File: config.mk
export PLATFORM = sky130hd
export DESIGN_NAME = adder_measure_sequencer_flat
export DESIGN_NICKNAME = d
export VERILOG_FILES = /design/src/rtl/adder_measure_sequencer_if.sv /design/src/rtl/adder_measure_sequencer.sv /design/src/flat_wrapper.sv
export SDC_FILE = /design/constraint.sdc
export NUM_CORES = 1
export LEC_CHECK = 0
export CAP_MARGIN = 15
export CORE_MARGIN = 4
export CORE_UTILIZATION = 47
export DETAILED_ROUTE_END_ITERATION = 8
export PLACE_DENSITY = 0.8
export SETUP_SLACK_MARGIN = 0.02
export SLEW_MARGIN = 20
export SYNTH_ARGS = -nofsm -noshare
export SYNTH_HDL_FRONTEND = slang
export SYNTH_SLANG_ARGS = --single-unit
File: constraint.sdc
create_clock -name wb_clk_i -period 3.2 [get_ports wb_clk_i]
set_input_delay 0.64 -clock wb_clk_i [delete_from_list [all_inputs] [get_ports wb_clk_i]]
set_output_delay 0.64 -clock wb_clk_i [all_outputs]
set_load 0.05 [all_outputs]
File: src/rtl/adder_measure_sequencer_if.sv
// Bundle of control, operand and result signals shared by the measurement
// sequencer and whoever drives it (controller side = master).
interface adder_measure_sequencer_if #(
  parameter int CNT_W = 32
);
  logic             start;
  logic             abort;
  logic [31:0]      a_req;
  logic [31:0]      b_req;
  logic [15:0]      window_cycles;
  logic [31:0]      s_output;
  logic             chain_out;
  logic [31:0]      a_input;
  logic [31:0]      b_input;
  logic             ring_en;
  logic             busy;
  logic             done;
  logic [31:0]      sum_result;
  logic [CNT_W-1:0] edge_count;

  modport slave (
    input  start, abort, a_req, b_req, window_cycles, s_output, chain_out,
    output a_input, b_input, ring_en, busy, done, sum_result, edge_count
  );

  modport master (
    output start, abort, a_req, b_req, window_cycles, s_output, chain_out,
    input  a_input, b_input, ring_en, busy, done, sum_result, edge_count
  );
endinterface

File: src/rtl/adder_measure_sequencer.sv
// Sequences one adder measurement: load operands, settle, count ring edges
// over a window, capture the sum, pulse done. Abort returns to IDLE at once.
module adder_measure_sequencer #(
  parameter int SETTLE_CYCLES = 4,
  parameter int CNT_W         = 32
) (
  input logic                      wb_clk_i,
  input logic                      wb_rst_n,
  adder_measure_sequencer_if.slave bus
);

  typedef enum logic [2:0] {
    IDLE    = 3'd0,
    LOAD    = 3'd1,
    SETTLE  = 3'd2,
    MEASURE = 3'd3,
    CAPTURE = 3'd4,
    DONE    = 3'd5
  } state_t;

  localparam logic [7:0]       SETTLE_LAST = 8'(SETTLE_CYCLES - 1);
  localparam logic [CNT_W-1:0] CNT_MAX     = {CNT_W{1'b1}};
  localparam logic [CNT_W-1:0] CNT_ONE     = {{(CNT_W-1){1'b0}}, 1'b1};

  state_t           state_q;
  logic [31:0]      a_input_q;
  logic [31:0]      b_input_q;
  logic [15:0]      window_q;
  logic [7:0]       settle_cnt_q;
  logic [15:0]      meas_cnt_q;
  logic             ring_en_q;
  logic             busy_q;
  logic             done_q;
  logic [31:0]      sum_result_q;
  logic [CNT_W-1:0] edge_count_q;
  logic [CNT_W-1:0] edge_count_d;
  logic             sync1_q;
  logic             sync2_q;
  logic             sync3_q;
  logic             rise_q;

  // chain_out is asynchronous: two-flop synchronizer, then a registered rise detector
  always_ff @(posedge wb_clk_i or negedge wb_rst_n) begin
    if (!wb_rst_n) begin
      sync1_q <= 1'b0;
      sync2_q <= 1'b0;
      sync3_q <= 1'b0;
      rise_q  <= 1'b0;
    end else begin
      sync1_q <= bus.chain_out;
      sync2_q <= sync1_q;
      sync3_q <= sync2_q;
      rise_q  <= sync2_q & ~sync3_q;
    end
  end

  // Saturating increment; only used while measuring
  always_comb begin
    edge_count_d = edge_count_q;
    if (rise_q && (edge_count_q != CNT_MAX)) begin
      edge_count_d = edge_count_q + CNT_ONE;
    end else begin
      edge_count_d = edge_count_q;
    end
  end

  // Sequencer FSM with all outputs registered alongside the state
  always_ff @(posedge wb_clk_i or negedge wb_rst_n) begin
    if (!wb_rst_n) begin
      state_q      <= IDLE;
      a_input_q    <= 32'd0;
      b_input_q    <= 32'd0;
      window_q     <= 16'd0;
      settle_cnt_q <= 8'd0;
      meas_cnt_q   <= 16'd0;
      ring_en_q    <= 1'b0;
      busy_q       <= 1'b0;
      done_q       <= 1'b0;
      sum_result_q <= 32'd0;
      edge_count_q <= '0;
    end else if (bus.abort && (state_q != IDLE)) begin
      // Abort wins over everything; results keep whatever they held
      state_q   <= IDLE;
      ring_en_q <= 1'b0;
      busy_q    <= 1'b0;
      done_q    <= 1'b0;
    end else begin
      done_q <= 1'b0;
      case (state_q)
        IDLE: begin
          if (bus.start) begin
            state_q   <= LOAD;
            a_input_q <= bus.a_req;
            b_input_q <= bus.b_req;
            window_q  <= bus.window_cycles;
            busy_q    <= 1'b1;
          end
        end
        LOAD: begin
          state_q      <= SETTLE;
          settle_cnt_q <= 8'd0;
          meas_cnt_q   <= 16'd0;
          edge_count_q <= '0;
        end
        SETTLE: begin
          if (settle_cnt_q == SETTLE_LAST) begin
            meas_cnt_q <= 16'd0;
            if (window_q == 16'd0) begin
              state_q <= CAPTURE;
            end else begin
              state_q   <= MEASURE;
              ring_en_q <= 1'b1;
            end
          end else begin
            settle_cnt_q <= settle_cnt_q + 8'd1;
          end
        end
        MEASURE: begin
          edge_count_q <= edge_count_d;
          if (meas_cnt_q == (window_q - 16'd1)) begin
            state_q   <= CAPTURE;
            ring_en_q <= 1'b0;
          end else begin
            meas_cnt_q <= meas_cnt_q + 16'd1;
          end
        end
        CAPTURE: begin
          sum_result_q <= bus.s_output;
          state_q      <= DONE;
          done_q       <= 1'b1;
        end
        DONE: begin
          state_q <= IDLE;
          busy_q  <= 1'b0;
        end
        default: begin
          state_q   <= IDLE;
          ring_en_q <= 1'b0;
          busy_q    <= 1'b0;
        end
      endcase
    end
  end

  assign bus.a_input    = a_input_q;
  assign bus.b_input    = b_input_q;
  assign bus.ring_en    = ring_en_q;
  assign bus.busy       = busy_q;
  assign bus.done       = done_q;
  assign bus.sum_result = sum_result_q;
  assign bus.edge_count = edge_count_q;

endmodule

File: src/flat_wrapper.sv
// flat-port wrapper written by rule: the top's interface ports become plain ports
module adder_measure_sequencer_flat 
#(
  parameter int SETTLE_CYCLES = 4,
  parameter int CNT_W         = 32
)
  (wb_clk_i, wb_rst_n, bus_start, bus_abort, bus_a_req, bus_b_req, bus_window_cycles, bus_s_output, bus_chain_out, bus_a_input, bus_b_input, bus_ring_en, bus_busy, bus_done, bus_sum_result, bus_edge_count);
  adder_measure_sequencer_if #(.CNT_W(CNT_W)) bus_i ();
  input logic wb_clk_i;
  input logic wb_rst_n;
  input wire logic [$bits(bus_i.start)-1:0] bus_start;
  input wire logic [$bits(bus_i.abort)-1:0] bus_abort;
  input wire logic [$bits(bus_i.a_req)-1:0] bus_a_req;
  input wire logic [$bits(bus_i.b_req)-1:0] bus_b_req;
  input wire logic [$bits(bus_i.window_cycles)-1:0] bus_window_cycles;
  input wire logic [$bits(bus_i.s_output)-1:0] bus_s_output;
  input wire logic [$bits(bus_i.chain_out)-1:0] bus_chain_out;
  output wire logic [$bits(bus_i.a_input)-1:0] bus_a_input;
  output wire logic [$bits(bus_i.b_input)-1:0] bus_b_input;
  output wire logic [$bits(bus_i.ring_en)-1:0] bus_ring_en;
  output wire logic [$bits(bus_i.busy)-1:0] bus_busy;
  output wire logic [$bits(bus_i.done)-1:0] bus_done;
  output wire logic [$bits(bus_i.sum_result)-1:0] bus_sum_result;
  output wire logic [$bits(bus_i.edge_count)-1:0] bus_edge_count;
  assign bus_i.start = bus_start;
  assign bus_i.abort = bus_abort;
  assign bus_i.a_req = bus_a_req;
  assign bus_i.b_req = bus_b_req;
  assign bus_i.window_cycles = bus_window_cycles;
  assign bus_i.s_output = bus_s_output;
  assign bus_i.chain_out = bus_chain_out;
  assign bus_a_input = bus_i.a_input;
  assign bus_b_input = bus_i.b_input;
  assign bus_ring_en = bus_i.ring_en;
  assign bus_busy = bus_i.busy;
  assign bus_done = bus_i.done;
  assign bus_sum_result = bus_i.sum_result;
  assign bus_edge_count = bus_i.edge_count;
  adder_measure_sequencer #(.SETTLE_CYCLES(SETTLE_CYCLES), .CNT_W(CNT_W)) u_core (.wb_clk_i(wb_clk_i), .wb_rst_n(wb_rst_n), .bus(bus_i));
endmodule
[After elaboration in Yosys (flattened, before gate mapping)]
Cells that the tools add are included.
Cells by class
  add/sub/neg operators: 4
  eq/ne operators: 18
  multiplexer cells: 23
  bitwise operators: 3
  reduce and logical (&&, ||, !) cells: 18
Operators by type and width (count)
  $pmux 32 s2: 1
  $pmux 16 s3: 1
  $add 32x1->32 const B: 1
  $mux 16: 2
  $mux 32: 1
  $ne 32x32->1 const B: 1
  $add 16x1->16 const B: 1
  $eq 16x16->1: 1
  $logic_not 16->1: 1
  $pmux 8 s2: 1
  $sub 16x1->16 const B: 1
  $mux 3: 5
  $pmux 3 s5: 1
  $reduce_and 3->1: 4
  $add 8x1->8 const B: 1
  $eq 8x2->1 const B: 1
  $mux 1: 8
  $mux 8: 1
  $ne 2x1->1 const B: 4
  $reduce_and 4->1: 2
  $reduce_or 4->1: 2
  $eq 3x2->1 const B: 2
  $eq 3x3->1 const B: 2
  $ne 3x1->1 const B: 2
  12 further kinds: 19
Storage, ports and cells
  register bits after elaboration: 178
  input bits: 117
  output and inout bits: 131

[Depth between registers and ports, before layout]
Gate-level depths: netlist of run 1.
  word-level depth: 5
  gate-level depth with buffers: 12
  depth with buffers taken out: 10

[Worst setup path after synthesis of run 1]
Ideal clock, no wire load.
  kind: input port to flip-flop
  start point: input port bus_abort
  end point: register u_core.edge_count_q[19], in the netlist u_core.bus.edge_count[19]
  arrival time: 2.684 ns
  slack: 0.438 ns
  stages on the path: 8
  cells stage by stage: clkbuf_1 or3b_2 nor4_1 nand3_1 a41oi_1 nand3_1 or3_1 a21oi_1
On the way
  longest elaborated chain between the ends: 3
Ends and longest elaborated chain
  start, declared: line flat_wrapper.sv:12  | input wire logic [$bits(bus_i.abort)-1:0] bus_abort;
  $logic_and 1x1->1: line adder_measure_sequencer.sv:81  | end else if (bus.abort && (state_q != IDLE)) begin
  $not 1->1 (no source line)
  $reduce_and 3->1 (no source line)
  end signal, assigned: line adder_measure_sequencer.sv:119  | edge_count_q <= edge_count_d;
  end, declared: line adder_measure_sequencer.sv:35  | logic [CNT_W-1:0] edge_count_q;
Every way passes these cells.
A chain may end at the register's enable or synchronous reset.

[Worst setup path after layout of run 1]
  start point: register u_core.window_q[0]
  end point: register u_core.meas_cnt_q[14]
On the way
  longest elaborated chain between the ends: 4
Ends and longest elaborated chain
  start, declared: line adder_measure_sequencer.sv:28  | logic [15:0] window_q;
  start signal, assigned: line adder_measure_sequencer.sv:95  | window_q <= bus.window_cycles;
  $sub 16x1->16: line adder_measure_sequencer.sv:120  | if (meas_cnt_q == (window_q - 16'd1)) begin
  $eq 16x16->1: line adder_measure_sequencer.sv:120
  $ne 2x2->1 (no source line)
  $reduce_and 4->1 (no source line)
  end signal, assigned: line adder_measure_sequencer.sv:124  | meas_cnt_q <= meas_cnt_q + 16'd1;
  end, declared: line adder_measure_sequencer.sv:30  | logic [15:0] meas_cnt_q;
Every way passes these cells.

==> results.py, run 1 <==
metrics = {
    "outcome": {
        "status": "finished, final reports clean",
    },
    "timing": {
        "slew_viol_final": 0,
        "finalSetupViolCount": 0,
        "tns_ps": 0,
        "tightest_slew_ps": 703,
        "fin_hold_ws_ps": 235,
        "fin_crit_sh_pct": 90.2,
        "fin_crit_ps": 2880,
        "hold_viol": 0,
        "grt_setup_unrepaired": "no",
        "relSlewSlack_pct": 52.6,
        "fmax_ghz": 0.347,
        "clock_skew_ps": 17.7,
    },
    "setup_path": {
        "r2r_cells": 11,
        "endpoint_kind": "flop",
        "crit_type": "reg2reg",
        "worst_setup_path_start_kind": "flop",
        "crit_chain": "inv_1, ha_1, nor3b_1, nand3_1, o31a_1, nor4_1, nand4_1, buf_12, a41oi_1, o21ai_0, o31ai_1",
        "critPathTopFamily": "simple AND/OR/NAND/NOR gates",
        "required_ps": 3530,
        "crit_path_max_incr_delay_ps": 450,
        "arrival_ps": 3210,
        "slowest_stage": "dfrtp_1",
        "worstReg2RegStart": "u_core.window_q[0]$_DFFE_PN0P_",
        "path_buf_inv": 2,
        "rrSetupSlack_ps": 320,
        "path_max_fanout": 29,
        "rr_endpoint": "u_core.meas_cnt_q[14]$_DFFE_PN0P_",
    },
    "yosys": {
        "postSynth.asyncResetShare_pct": 100,
        "synth_edf_count": 0,
        "synth_cells": 693,
        "netlist_area_um2": 8040,
        "yosysTopAreaCell": "dfrtp_1",
        "yosys_warnings": 0,
        "synth.ff_latch_count": 178,
        "synth_top_area_share_pct": 55.4,
        "yosysSeqAreaShare_pct": 55.4,
        "ys.flop_type": "dfrtp_1",
        "synth_nets": 814,
        "yosysUniqueCellTypes": 53,
        "synthTopCellsByArea": "dfrtp_1 (55%), mux2_2 (15%), xor2_1 (2.8%), nand3_1 (2.4%), nor2_1 (2.3%)",
        "syn_avg_cell_area_um2": 11.6,
    },
    "finish": {
        "num_antenna_cells": 0,
        "area_delta_synth_final_pct": 42.2,
        "drive_gt1_share_pct": 17.7,
        "nets": 1068,
        "design_area_um2": 11400,
        "regArea_um2": 4450,
        "multi_input_area_um2": 3410,
        "n_fill_cell": 1246,
    },
    "grt": {
        "grt_max_degree": 84,
        "track_usage_pct": 22.0,
        "antenna_found_initial": 0,
        "grt.overflow.total": 0,
        "grt_pass1_vias": 6593,
        "grt_pass1_wl_um": 34500,
    },
    "clock_tree": {
        "cts_tree": "yes",
        "max-clock-path-buffers": 2,
        "cts_resized": 0,
        "cts_made_buffers": 17,
        "cts_root_buf": "clkbuf_16",
        "postCtsHoldBufs": 0,
        "insertion_delay_ps": 430,
        "cts_setup_buffers": 0,
        "clkTransAtPathRegs_ps": 70,
        "cts.sink_count": 178,
        "htree_levels": 4,
    },
    "routing": {
        "drt_first_pass_iters": 7,
        "drc": 0,
        "ant_nets": 0,
        "drtIter0Drc": 351,
        "vias": 6385,
        "via_per_inst": 5.42,
        "drt-total-wl_um": 21200,
        "wire_per_inst_um": 18.0,
    },
    "power_and_ir_drop": {
        "vdd_drop_max_mv": 0.824,
        "leakage_nw": 4.76,
        "power_density_nw_per_um2": 872,
    },
    "job": {
        "cap_viol_max_count": 0,
    },
    "die": {
        "rows": 47,
        "core_um2": 16700,
        "die_h_um": 139,
        "die_area_um2": 19300,
        "fp.dieW_um": 139,
        "io_pins": 248,
        "initial_core_util_pct": 48.1,
    },
    "hold_path": {
        "worstHoldPathType": "in2async",
    },
    "placed_design": {
        "port_buffers": 247,
        "place_congestion": 0.841,
        "placed_cell_area_um2": 10800,
        "dp_hpwl_um": 15300,
    },
}
cells in the mapped netlist (3+ instances only):
cell type / count
nand2_1: 35
or3_1: 11
xnor2_1: 18
or2_2: 5
and4_1: 5
a21oi_1: 27
nor2b_1: 4
o31ai_1: 7
o21ai_0: 37
xor2_1: 26
nor4_1: 8
ha_1: 4
or4_1: 4
dfrtp_1: 178
o21ai_1: 7
a41oi_1: 3
mux2_2: 109
nor2_1: 50
nand3b_1: 4
nor3_1: 9
inv_1: 11
buf_2: 3
and3_1: 11
nand4_1: 14
buf_6: 3
clkbuf_1: 23
and3b_1: 3
nand3_1: 39
nand2b_1: 3
area by class of cell:
| cell class | count | share of cell area, % |
|---|---|---|
| clock inverter | 9 | 1.06 |
| sequential | 178 | 39.0 |
| tap | 220 | 2.41 |
| timing repair buffer | 266 | 23.2 |
| multi-input combinational | 473 | 29.9 |
| clock buffer | 22 | 4.15 |
| inverter | 11 | 0.361 |
how the worst max path moves through the flow:
stage / start / slack (ps) / cells past startpoint / end
final: u_core.window_q[0]$_DFFE_PN0P_ / 320 / 11 / u_core.meas_cnt_q[14]$_DFFE_PN0P_
after detailed placement: bus_abort / 50 / 8 / u_core.bus.edge_count[19]$_DFFE_PN0P_
after global placement: bus_abort / 100 / 8 / u_core.bus.edge_count[19]$_DFFE_PN0P_
after CTS: u_core.window_q[2]$_DFFE_PN0P_ / 360 / 9 / u_core.meas_cnt_q[7]$_DFFE_PN0P_
after floorplan: bus_abort / 440 / 8 / u_core.bus.edge_count[19]$_DFFE_PN0P_
after global routing: u_core.window_q[2]$_DFFE_PN0P_ / 90 / 9 / u_core.meas_cnt_q[15]$_DFFE_PN0P_
metrics by stage:
stage                     power, mW  setup WS (ps)  utilization (%)  instances
after CTS                      10.1            364             68.5       1179
after detailed placement       7.89           46.6             64.9       1148
after floorplan                6.31            438                -        693
after global placement         7.82            104             64.9       1148
final                          9.98            315             68.5       1179
after global routing           10.5           91.9             68.5       1179
registers in the layout (all words and copies together), names as in the netlist:
name and count:
u_core.bus.a_input 32, u_core.bus.b_input 32, u_core.bus.busy 1, u_core.bus.done 1, u_core.bus.edge_count 32, u_core.bus.ring_en 1, u_core.bus.sum_result 32, u_core.meas_cnt_q 16
u_core.rise_q 1, u_core.settle_cnt_q 8, u_core.state_q 3, u_core.sync1_q 1, u_core.sync2_q 1, u_core.sync3_q 1, u_core.window_q 16
power breakdown:
group	switching (mW)	total (mW)	internal, mW
clock	0.896	2.12	1.22
combinational	2.74	4.51	1.77
sequential	0.482	3.35	2.87
total	4.12	9.98	5.86
per-layer routing:
metal / global-route usage [%] / vias to the layer above / share of wire, %
li1: - / 2995 / -
met1: 26.2 / 3165 / 40
met3: 9.03 / 25 / 8.2
met4: 6.13 / 0 / 1.8
met2: 37.1 / 200 / 50
met5: 0 / - / 0
cell families (layout without fill, tap and decap cells):
logic type,count (synthesis),after routing,synth area share (%)
AO/OA/AOI/OAI,101,101,7.58
XOR/XNOR,44,44,4.79
adder cells (fa/ha/maj),4,4,0.622
buffers and inverters,42,308,2.29
flip-flops,178,178,55.4
multiplexers,111,111,15.5
AND/OR/NAND/NOR,213,213,13.8
placed cells by master, fill, tap and decap left out, drive strengths merged, types with 7 or more instances in the layout:
cell type and instances:
mux2 109, and3 11, buf 20, dfrtp 178, nand2 35, xnor2 18, o21ai 44, xor2 26
clkdlybuf4s50 246, or3 11, nor2 50, inv 14, clkbuf 22, nor3 9, a21oi 27, o31ai 7
nor4 9, nand4 14, nand3 39
No activity file was read; power rests on OpenSTA's default activity.
==> inputs of run 2 (changes only) <==
- CAP_MARGIN: 15 -> default
- CORE_UTILIZATION: 47 -> 63
- DONT_BUFFER_PORTS: default -> 1
- PLACE_DENSITY: 0.8 -> 0.79
==> results.py, run 2 (synthesized netlist as in run 1, its figures left out) <==
metrics = {
    "die": {
        "die_area_um2": 14600,
        "rows": 41,
        "initial_core_util_pct": 64.0,
        "core_um2": 12600,
        "fp.dieW_um": 121,
        "die_h_um": 121,
        "io_pins": 248,
    },
    "clock_tree": {
        "insertion_delay_ps": 420,
        "cts.sink_count": 178,
        "cts_setup_buffers": 0,
        "max-clock-path-buffers": 2,
        "cts_tree": "yes",
        "clkTransAtPathRegs_ps": 60,
        "cts_root_buf": "clkbuf_16",
        "cts_made_buffers": 17,
        "htree_levels": 4,
    },
    "setup_path": {
        "cp-startpoint": "u_core.window_q[2]$_DFFE_PN0P_",
        "rr_endpoint": "u_core.meas_cnt_q[15]$_DFFE_PN0P_",
        "path_max_fanout": 29,
        "worst_setup_path_start_kind": "flop",
        "r2r_cells": 9,
        "arrival_ps": 3330,
        "cp-endpoint": "u_core.meas_cnt_q[15]$_DFFE_PN0P_",
        "worstReg2RegStart": "u_core.window_q[2]$_DFFE_PN0P_",
        "required_ps": 3550,
        "rrSetupSlack_ps": 220,
        "endpoint_kind": "flop",
        "crit_type": "reg2reg",
    },
    "finish": {
        "area_delta_synth_final_pct": 11.5,
        "utilization_pct": 71.4,
        "final_common_cell": "dfrtp_1",
        "drive_gt1_share_pct": 25.7,
        "num_antenna_cells": 0,
        "nets": 836,
        "final_cell_mix": "dfrtp_1 (178), mux2_2 (109), nor2_1 (48)",
        "fin_cells": 900,
    },
    "routing": {
        "ant_nets": 0,
        "drtIter0Drc": 459,
        "drt-total-wl_um": 18600,
        "via_per_inst": 6.12,
        "drc": 0,
        "drt_first_pass_iters": 5,
        "wire_per_inst_um": 20.7,
        "vias": 5506,
    },
    "timing": {
        "grt_setup_unrepaired": "no",
        "tightest_slew_ps": 833,
        "fmax_ghz": 0.335,
        "slew_viol_final": 0,
        "hold_viol": 178,
        "fin_crit_sh_pct": 93.2,
        "tns_ps": 0,
        "fin_crit_ps": 2980,
        "finalSetupViolCount": 0,
        "relSlewSlack_pct": 44.3,
        "clock_skew_ps": 10.5,
        "fin_hold_ws_ps": -87.6,
    },
    "placed_design": {
        "dp_hpwl_um": 13000,
        "place_congestion": 0.880,
        "port_buffers": 0,
        "dpl.cell_count": 868,
    },
    "grt": {
        "antenna_found_initial": 0,
        "grt.overflow.total": 0,
        "grt_pass1_wl_um": 30400,
        "grt_pass1_vias": 5742,
        "track_usage_pct": 26.3,
        "grt_max_degree": 179,
    },
    "power_and_ir_drop": {
        "p_switching_mw": 3.92,
        "leakage_nw": 3.89,
        "swShare_pct": 44.8,
        "cell_internal_pwr_mw": 4.84,
        "p_seq_share_pct": 58.4,
        "pwr-share-comb_pct": 18.5,
        "vdd_drop_max_mv": 0.783,
        "pwr-share-clk_pct": 23.1,
        "power_density_nw_per_um2": 977,
    },
    "outcome": {
        "violations": "hold timing",
        "status": "complete, but fails checks",
    },
    "job": {
        "cap_viol_max_count": 0,
    },
    "hold_path": {
        "worstHoldPathType": "in2async",
    },
}
## run 2: changes by cell type in the layout (fill, tap and decap cells not counted), sizes merged
cell           before  now
bufinv              2    1
clkbuf             22   19
clkdlybuf4s50     246    0
buf                20   34
clkinv              4    7
inv                14   16
## run 2: how the worst min path moves through the flow
stage,from,endpoint,slack (ps),depth (start not counted)
2_1_floorplan,u_core.sync1_q$_DFF_PN0_,u_core.sync2_q$_DFF_PN0_,330,0
4_1_cts,wb_rst_n,u_core.window_q[4]$_DFFE_PN0P_,-110,0
6_report,wb_rst_n,u_core.window_q[6]$_DFFE_PN0P_,-90,0
3_3_place_gp,u_core.sync1_q$_DFF_PN0_,u_core.sync2_q$_DFF_PN0_,340,0
5_1_grt,wb_rst_n,u_core.window_q[11]$_DFFE_PN0P_,-120,0
3_5_place_dp,u_core.sync1_q$_DFF_PN0_,u_core.sync2_q$_DFF_PN0_,340,0
## run 2: what timing repair did
action,in CTS,in global routing
endpoints found under the setup margin,0,0
hold endpoints to repair,178,178
gates resized for setup,0,0
## run 2: worst max-delay path: stages (launching register included)
cell and delay [ps]:
dfrtp_1 480, or4_1 630, o311ai_0 410, a2bb2oi_1 230, a22oi_1 120, nand4_1 100
buf_4 290, nand4_1 150, or4_1 410, nand3_1 90
## run 2: routing by layer
metal  track usage, %  part of all wire, %
met1             32.8                   38
met2             44.0                   52
met3             9.51                  8.5
met4             6.44                  1.5
met5                0                    0
## run 2: layout make-up
class                   instances  area, um^2
flip-flops and latches        178        4450
fillers                       876        3600
multi-input cells             473        3410
clock buffers                  19         453
repair buffers                 34         268
well taps                     172         215
clock inverters                13         125
inverters                      11        41.3
## run 2: power groups by stage
stage	registers, mW	logic (mW)	clock network [mW]
2_1_floorplan	4.88	1.42	0
3_3_place_gp	5.14	1.53	0
3_5_place_dp	5.15	1.61	0
4_1_cts	5.13	1.62	2.06
5_1_grt	5.22	1.79	2.17
6_report	5.12	1.62	2.02
## run 2: metrics by stage
step,power [mW],instance area [um^2],setup WS [ps],hold WS [ps]
3_5_place_dp,6.76,8390,277,342
2_1_floorplan,6.31,8040,438,331
5_1_grt,9.18,8970,82.6,-121
6_report,8.77,8970,219,-87.6
4_1_cts,8.81,8970,257,-107
3_3_place_gp,6.67,8390,443,336
